<file path="config.mk">
export PLATFORM = sky130hd
export DESIGN_NAME = smg_scan_ctrl
export DESIGN_NICKNAME = d
export VERILOG_FILES = /design/src/rtl/smg_pkg.sv /design/src/rtl/smg_hex_decode.sv /design/src/rtl/smg_scan_ctrl.sv
export SDC_FILE = /design/constraint.sdc
export NUM_CORES = 1
export LEC_CHECK = 0
export CORE_MARGIN = 1.5
export CORE_UTILIZATION = 37
export DETAILED_ROUTE_END_ITERATION = 12
export PLACE_DENSITY = 0.53
export SLEW_MARGIN = 25
export SYNTH_ARGS = -nofsm -noshare
export SYNTH_HDL_FRONTEND = slang
export SYNTH_SLANG_ARGS = --single-unit
</file>
<file path="constraint.sdc">
create_clock -name clk -period 4.8 [get_ports clk]
set_input_delay 0.72 -clock clk [delete_from_list [all_inputs] [get_ports clk]]
set_output_delay 0.72 -clock clk [all_outputs]
set_load 0.01 [all_outputs]
</file>
<file path="src/rtl/smg_pkg.sv">
// Shared definitions for the 8-digit seven-segment scan controller:
// digit count, FSM states, digit record layout and segment pattern table.
package smg_pkg;

   localparam int unsigned NUM_DIGITS = 8;
   localparam int unsigned IDX_W      = $clog2(NUM_DIGITS);
   localparam logic [7:0]  CS_NONE    = 8'hFF;

   typedef enum logic [1:0] {
      ST_OFF   = 2'd0,
      ST_BLANK = 2'd1,
      ST_SHOW  = 2'd2
   } state_t;

   typedef struct packed {
      logic       on;
      logic       dp;
      logic [3:0] hex;
   } digit_t;

   // Segment patterns {g,f,e,d,c,b,a}, indexed by hex value (entry 0 is rightmost).
   localparam logic [15:0][6:0] SEG_TABLE = {
      7'h71, 7'h79, 7'h5E, 7'h39, 7'h7C, 7'h77, 7'h6F, 7'h7F,
      7'h07, 7'h7D, 7'h6D, 7'h66, 7'h4F, 7'h5B, 7'h06, 7'h3F
   };

endpackage

</file>
<file path="src/rtl/smg_hex_decode.sv">
// Combinational hex-to-segment decode; a blanked digit drives no segments.
module smg_hex_decode
   import smg_pkg::*;
(
   input  logic [3:0] hex,
   input  logic       dp,
   input  logic       on,
   output logic [7:0] seg
);

   always_comb begin
      seg = on ? {dp, SEG_TABLE[hex]} : 8'h00;
   end

endmodule

</file>
<file path="src/rtl/smg_scan_ctrl.sv">
// Multiplexed scan controller for an 8-digit common-cathode display:
// cycles OFF -> BLANK -> SHOW per digit, with registered segment/select outputs.
module smg_scan_ctrl
   import smg_pkg::*;
#(
   parameter int unsigned CLK_DIV   = 50000,
   parameter int unsigned BLANK_CYC = 16
) (
   input  logic       clk,
   input  logic       rst_n,
   input  logic       disp_en,
   input  logic       wr_en,
   input  logic [2:0] wr_addr,
   input  logic [5:0] wr_data,
   output logic [7:0] SMG,
   output logic [7:0] SMG_CS,
   output logic       frame_done
);

   localparam int unsigned      CNT_W      = (CLK_DIV > 1) ? $clog2(CLK_DIV) : 1;
   localparam logic [CNT_W-1:0] SHOW_LAST  = CNT_W'(CLK_DIV - 1);
   localparam logic [CNT_W-1:0] BLANK_LAST = CNT_W'(BLANK_CYC - 1);

   state_t           state, state_nxt;
   logic [CNT_W-1:0] cnt, cnt_nxt;
   logic [IDX_W-1:0] idx, idx_nxt;
   logic             frame_nxt;
   logic [7:0]       cs_nxt;
   logic [7:0]       seg_dec;
   digit_t           regs [NUM_DIGITS];
   digit_t           cur;

   // NOTE: the register file is small and must read back blank after reset,
   // so every entry is reset explicitly rather than left as plain RAM.
   always_ff @(posedge clk or negedge rst_n) begin
      if (!rst_n) begin
         for (int i = 0; i < int'(NUM_DIGITS); i++) begin
            regs[i] <= '0;
         end
      end else if (wr_en) begin
         regs[wr_addr] <= digit_t'(wr_data);
      end
   end

   // NOTE: every signal gets a default before the case so no path leaves one
   // unassigned, which would otherwise infer a latch.
   always_comb begin
      state_nxt = state;
      cnt_nxt   = cnt + 1'b1;
      idx_nxt   = idx;
      frame_nxt = 1'b0;
      if (!disp_en) begin
         state_nxt = ST_OFF;
         cnt_nxt   = '0;
         idx_nxt   = '0;
      end else begin
         unique case (state)
            ST_OFF: begin
               state_nxt = ST_BLANK;
               cnt_nxt   = '0;
            end
            ST_BLANK: begin
               if (cnt == BLANK_LAST) begin
                  state_nxt = ST_SHOW;
                  cnt_nxt   = '0;
               end
            end
            ST_SHOW: begin
               if (cnt == SHOW_LAST) begin
                  state_nxt = ST_BLANK;
                  cnt_nxt   = '0;
                  idx_nxt   = idx + 1'b1;
                  frame_nxt = (idx == IDX_W'(NUM_DIGITS - 1));
               end
            end
            default: begin
               state_nxt = ST_OFF;
               cnt_nxt   = '0;
               idx_nxt   = '0;
            end
         endcase
      end
   end

   // Outputs are computed from the next state so the registered drive lines
   // change on the same edge as the FSM, not one cycle behind it.
   assign cur    = regs[idx_nxt];
   assign cs_nxt = (state_nxt == ST_SHOW) ? ~(8'(1) << idx_nxt) : CS_NONE;

   smg_hex_decode u_dec (
      .hex (cur.hex),
      .dp  (cur.dp),
      .on  (cur.on),
      .seg (seg_dec)
   );

   // NOTE: sequential state uses non-blocking assignments so every register
   // samples pre-edge values regardless of statement order.
   always_ff @(posedge clk or negedge rst_n) begin
      if (!rst_n) begin
         state      <= ST_OFF;
         cnt        <= '0;
         idx        <= '0;
         SMG        <= 8'h00;
         SMG_CS     <= CS_NONE;
         frame_done <= 1'b0;
      end else begin
         state      <= state_nxt;
         cnt        <= cnt_nxt;
         idx        <= idx_nxt;
         SMG        <= (state_nxt == ST_SHOW) ? seg_dec : 8'h00;
         SMG_CS     <= cs_nxt;
         frame_done <= frame_nxt;
      end
   end

endmodule

</file>
* Word-level counts from Yosys, hierarchy flattened
Memory sizes are Yosys's and may differ from the RTL's.
Index checks and enable logic that the tools add are counted.
Widths: inputs -> output; s select.
** Cells by class
- $add $sub $neg :: 2
- Multiplexer cells :: 24
- Shifts and indexed selects :: 1
- Order comparisons :: 4
- Reduce and logical (&&, ||, !) cells :: 3
- Bitwise operators :: 3
- Equal/unequal tests :: 6
** Operators by type and width (number)
- $bwmux 48 :: 1
- $mux 16 :: 3
- $pmux 16 s2 :: 1
- $mux 8 :: 3
- $bmux 6 s3 :: 1
- $demux 6 s3 :: 1
- $mux 6 :: 3
- $add 16x1->16 const B :: 1
- $eq 16x16->1 const B :: 1
- $eq 16x4->1 const B :: 1
- $ge 4x4->1 const B :: 2
- $not 3->4 :: 2
- $not 8->8 :: 1
- $shl 1x3->8 const A :: 1
- $mux 7 :: 1
- $mux 2 :: 3
- $mux 3 :: 2
- $pmux 2 s3 :: 1
- $pmux 3 s2 :: 1
- $lt 4x5->1 const B :: 1
- $eq 2x2->1 const B :: 2
- $lt 4x1->1 const B :: 1
- $add 3x1->3 const B :: 1
- $eq 3x3->1 const B :: 1
- other kinds (5) :: 7
** Storage, ports and cells
- ROM bits :: 112
- Logic and storage cells :: 74
- Bits of input ports :: 13
- Bits in registers :: 86
- Memories :: 1
** Memories
- (name not given) :: words 16, width 7, read ports 1, clocked after Yosys merged registers in 0, wr ports 0, line smg_hex_decode.sv:12 : seg = on ? {dp, SEG_TABLE[hex]} : 8'h00;

* Longest topological paths before layout
Gate-level depths: netlist of the first run.
- Word-level depth :: 12
- Gate-level depth with buffers :: 15
- Gate-level depth less buffers :: 14

* Cells and area by module
Synthesis of the first run repeated with hierarchy kept, for this count alone.
** Unflattened totals
- Cell total of the unflattened synthesis :: 363
- Area total of the unflattened synthesis :: 4270.3 um2
** By module, submodules not included
- smg_scan_ctrl :: sequential area each 2162.1 um2, times used 1, cells an instance 319, area an instance 3943.8 um2
- smg_hex_decode :: sequential area each 0.0 um2, times used 1, cells an instance 44, area an instance 326.6 um2

* Worst setup path before layout of the first run
OpenSTA, ideal clock, no wires.
- Kind :: flip-flop to flip-flop
- Start :: register cnt[5]
- End :: register SMG[3]
- Data arrival time :: 3.698 ns
- Slack :: 1.003 ns
- Required time :: 4.700 ns
- Cell stages (with the launch flop) :: 12
- Buffers on the path :: 1
- Clock period less this slack :: 3.797 ns
- Setup time :: 0.100 ns
- Path through :: dfrtp_1 -> or4_4 -> nor4_4 -> mux2i_1 -> buf_6 -> mux4_2 -> mux2i_1 -> inv_1 -> ha_1 -> a221oi_1 -> a211oi_1 -> a311oi_1
** On the way
- Longest elaborated chain between the ends :: 12
** Ends and longest elaborated chain
- from (decl) :: line smg_scan_ctrl.sv:25 : logic [CNT_W-1:0] cnt, cnt_nxt;
- from (signal assigned) :: line smg_scan_ctrl.sv:109 : cnt <= cnt_nxt;
- $eq 16x16->1 :: line smg_scan_ctrl.sv:69 : if (cnt == SHOW_LAST) begin
- $mux 3 :: line smg_scan_ctrl.sv:69
- $pmux 3 s2 :: line smg_scan_ctrl.sv:57 : unique case (state)
- $mux 3 :: line smg_scan_ctrl.sv:52 : if (!disp_en) begin
- $not 3->4 (not written as such) :: line smg_scan_ctrl.sv:87 : assign cur = regs[idx_nxt];
- $bmux 6 s3 :: line smg_scan_ctrl.sv:87
- $mux 6 (not written as such) (2 in a row) :: line smg_scan_ctrl.sv:87
- $mem_v2 16x7
- $mux 7 (not written as such) :: line smg_hex_decode.sv:12
- $mux 8 :: line smg_hex_decode.sv:12
- $mux 8 (*) :: line smg_scan_ctrl.sv:111 : SMG <= (state_nxt == ST_SHOW) ? seg_dec : 8'h00;
- to (signal assigned) :: line smg_scan_ctrl.sv:111
- to (decl) :: line smg_scan_ctrl.sv:15 : output logic [7:0] SMG,
Mark *: on every way between the ends. The rest lies on a longest branch, timed or not. The select of a mux whose other input is x is not followed.
A chain may end at the register's enable or synchronous reset.

* Worst setup path in the final report of the first run
Same ends and word-level chain as after synthesis.

==> results of run 1 <==
==> cell families after synthesis <==
group	Yosys count	synth area share (%)
buffers and inverters	23	2.43
DFF	86	49.5
xor gates and xnor gates	14	2.80
AOI/OAI and AO/OA	41	8.10
adders and majority gates	14	4.01
and+or+nand+nor	124	14.4
muxes	71	18.8
==> Yosys cell counts (4+ instances only) <==
master     n  area (um2)
o21ai_0    6        30.0
xor2_1     8        70.1
clkbuf_1   6        22.5
and2_1     4        25.0
nand2_1   33         124
dfstp_2    8         210
xnor2_1    6        52.6
dfrtp_1   78        1950
ha_1      14         175
mux2i_1   13         130
inv_1      8        30.0
mux2_2    52         586
nand3_1   23         115
inv_2      4        15.0
and3_1     6        37.5
nor2_1    31         116
==> layer usage <==
layer  GRT usage, %  part of all wire (%)  up-vias
li1               -                     -     1417
met1           25.2                    53     1461
met2           23.0                    42       55
met3           4.30                   4.5        9
met4           4.39                   1.0        0
met5              0                     0        -
==> flip-flops by register name, indices dropped and copies added (netlist names) <==
signal	flops
cnt	16
SMG	8
frame_done	1
regs	48
idx	3
state	2
SMG_CS	8
==> final cells by class <==
class                      instances  area [um2]
fill                            1058        6340
tap                              143         179
sequential                        86        2160
multi-input combinational        264        2110
clock buffer                      10         239
inverter                          12        45.0
clock inverter                     6        45.0
timing repair buffer              36         340
==> worst max path at each step <==
stage,cells past startpoint,endpoint,slack (ns)
2_1_floorplan,11,SMG[3],1.00
3_3_place_gp,12,SMG[3],0.56
3_5_place_dp,12,SMG[3],0.32
4_1_cts,12,SMG[3],0.28
5_1_grt,12,SMG[3],0.11
6_report,12,SMG[3],0.39
==> power by group <==
group	switching, mW	internal [mW]
combinational	0.152	0.145
sequential	0.0539	0.816
clock	0.299	0.367
total	0.505	1.33
==> critical path: cells and delay by family, from the launching register on <==
kind	cells	cell delay, ns
AO/OA/AOI/OAI	3	0.65
AND/OR/NAND/NOR	3	1.25
multiplexers	3	1.22
buffers and inverters	2	0.51
flip-flops	1	0.43
adder cells (fa/ha/maj)	1	0.26
==> stage by stage <==
step / area, um2 / setup WS (ns) / power (mW) / utilization, % / hold slack [ns]
finish: 5120 / 0.385 / 1.83 / 44.7 / 0.349
global placement: 4830 / 0.555 / 1.18 / 42.1 / 0.441
detailed placement: 4840 / 0.316 / 1.18 / 42.2 / 0.452
global route: 5120 / 0.109 / 1.93 / 44.7 / 0.387
CTS: 5120 / 0.282 / 1.85 / 44.7 / 0.366
floorplan: 4370 / 1.00 / 1.08 / - / 0.424
==> flow_summary.toml, run 1 <==
[outcome]
status = "finished clean"

[detailed_routing]
drtAntennaViolNets = 0
vias = 2942
drc_errors = 0
drt-pass1-iter-count = 4
finalWirelength_mm = 9.62
drt_iter0_markers = 139
wl_per_cell_um = 17.3
viasPerCell = 5.28

[logic_synthesis]
synth_async_sr_flop_share_pct = 100
synth_flop_cell = "dfrtp_1"
synth.cell_area_um2 = 4370
ys_types = 61
synth_area_per_cell_um2 = 11.7
yosys_warnings = 0
synth-edff-count = 0
ys_seq_elements = 86
syn_inst = 373
synth_nets = 400
synth-seq-area-share_pct = 49.5

[layout]
fin_cells = 557
antenna_cells = 0
final_common_cell = "dfrtp_1"
areaGrowthSynthToFinish_pct = 17.2
layout_common_cells = "dfrtp_1, mux2_2, nand2_1"
drive_gt1_share_pct = 25.6
final_nets = 436

[worst_setup_path]
worstPathMaxFanout = 16
rr_worst_depth = 12
required_ns = 5.05
critPathMaxStageDelay_ns = 0.57
crit_top_cell = "mux2i_1"
start_kind = "flop"
critical_path_arrival_ns = 4.66
reg2reg_to = "SMG[3]"
r2r_slack_ns = 0.39
startpoint = "cnt[5]"
cp_cell_sequence = "or4_4 > nor4_4 > mux2i_1 > nand2_2 > inv_2 > mux4_2 > mux2i_1 > inv_1 > ha_1 > a221oi_1 > a211oi_1 > a311oi_1"
cp-end-kind = "flop"
r2r-start = "cnt[5]"
worstSetupPathType = "reg2reg"
crit_slowest_cell = "or4_4"

[timing]
report.final.slew_viol_count = 0
rsz0062_at_grt = "no"
timing.final.crit_period_ns = 4.41
max_slew_margin_pct = 49.6
setup_viol = 0
max_freq_mhz = 227
hold_viol = 0
fin_crit_sh_pct = 92.0
setup_tns_ns = 0
worst_pin_slew_ns = 0.754
finClkSkew_ns = 0.0119

[place]
routabilityCongestion = 0.787
io_buffers = 29
dp_hpwl_mm = 6.90
dp_cells = 541

[min_path]
hold_class = "in2async"

[clocking]
clk_pin_slew_ns = 0.07
cts_tree = "yes"
cts_hold_buf = 0
numCtsBuffers = 9
cts_htree_levels = 3
clock-sinks = 86
postCtsSetupRepairBufs = 0
cts_resized = 0
clock_latency_ns = 0.34
root_buffer = "clkbuf_16"
clockBufferDepth = 2

[die]
die-area_um2 = 12500
rows = 39
die_h_um = 112
die_x_um = 112
io-pin-count = 30
start_util_pct = 38.1
core_area_um2 = 11500

[global_route]
grt_usage_pct = 16.5
grt_pass1_wl_mm = 16.0
grt_max_degree = 48
grt_pass1_vias = 2890
overflow = 0
antenna_found_initial = 0

[pwr]
p_leak_nw = 2.15
max-vdd-ir-drop_uv = 179
p_per_area_nw_per_um2 = 358

[flow_run]
drv_cap = 0
Power figures use the tool's default switching activity.
==> run 2: changes to the inputs <==
SKIP_LAST_GASP = 1   (was unset)
==> results of run 2 <==
Final layout, timing and power as in run 1 (identical DEF).
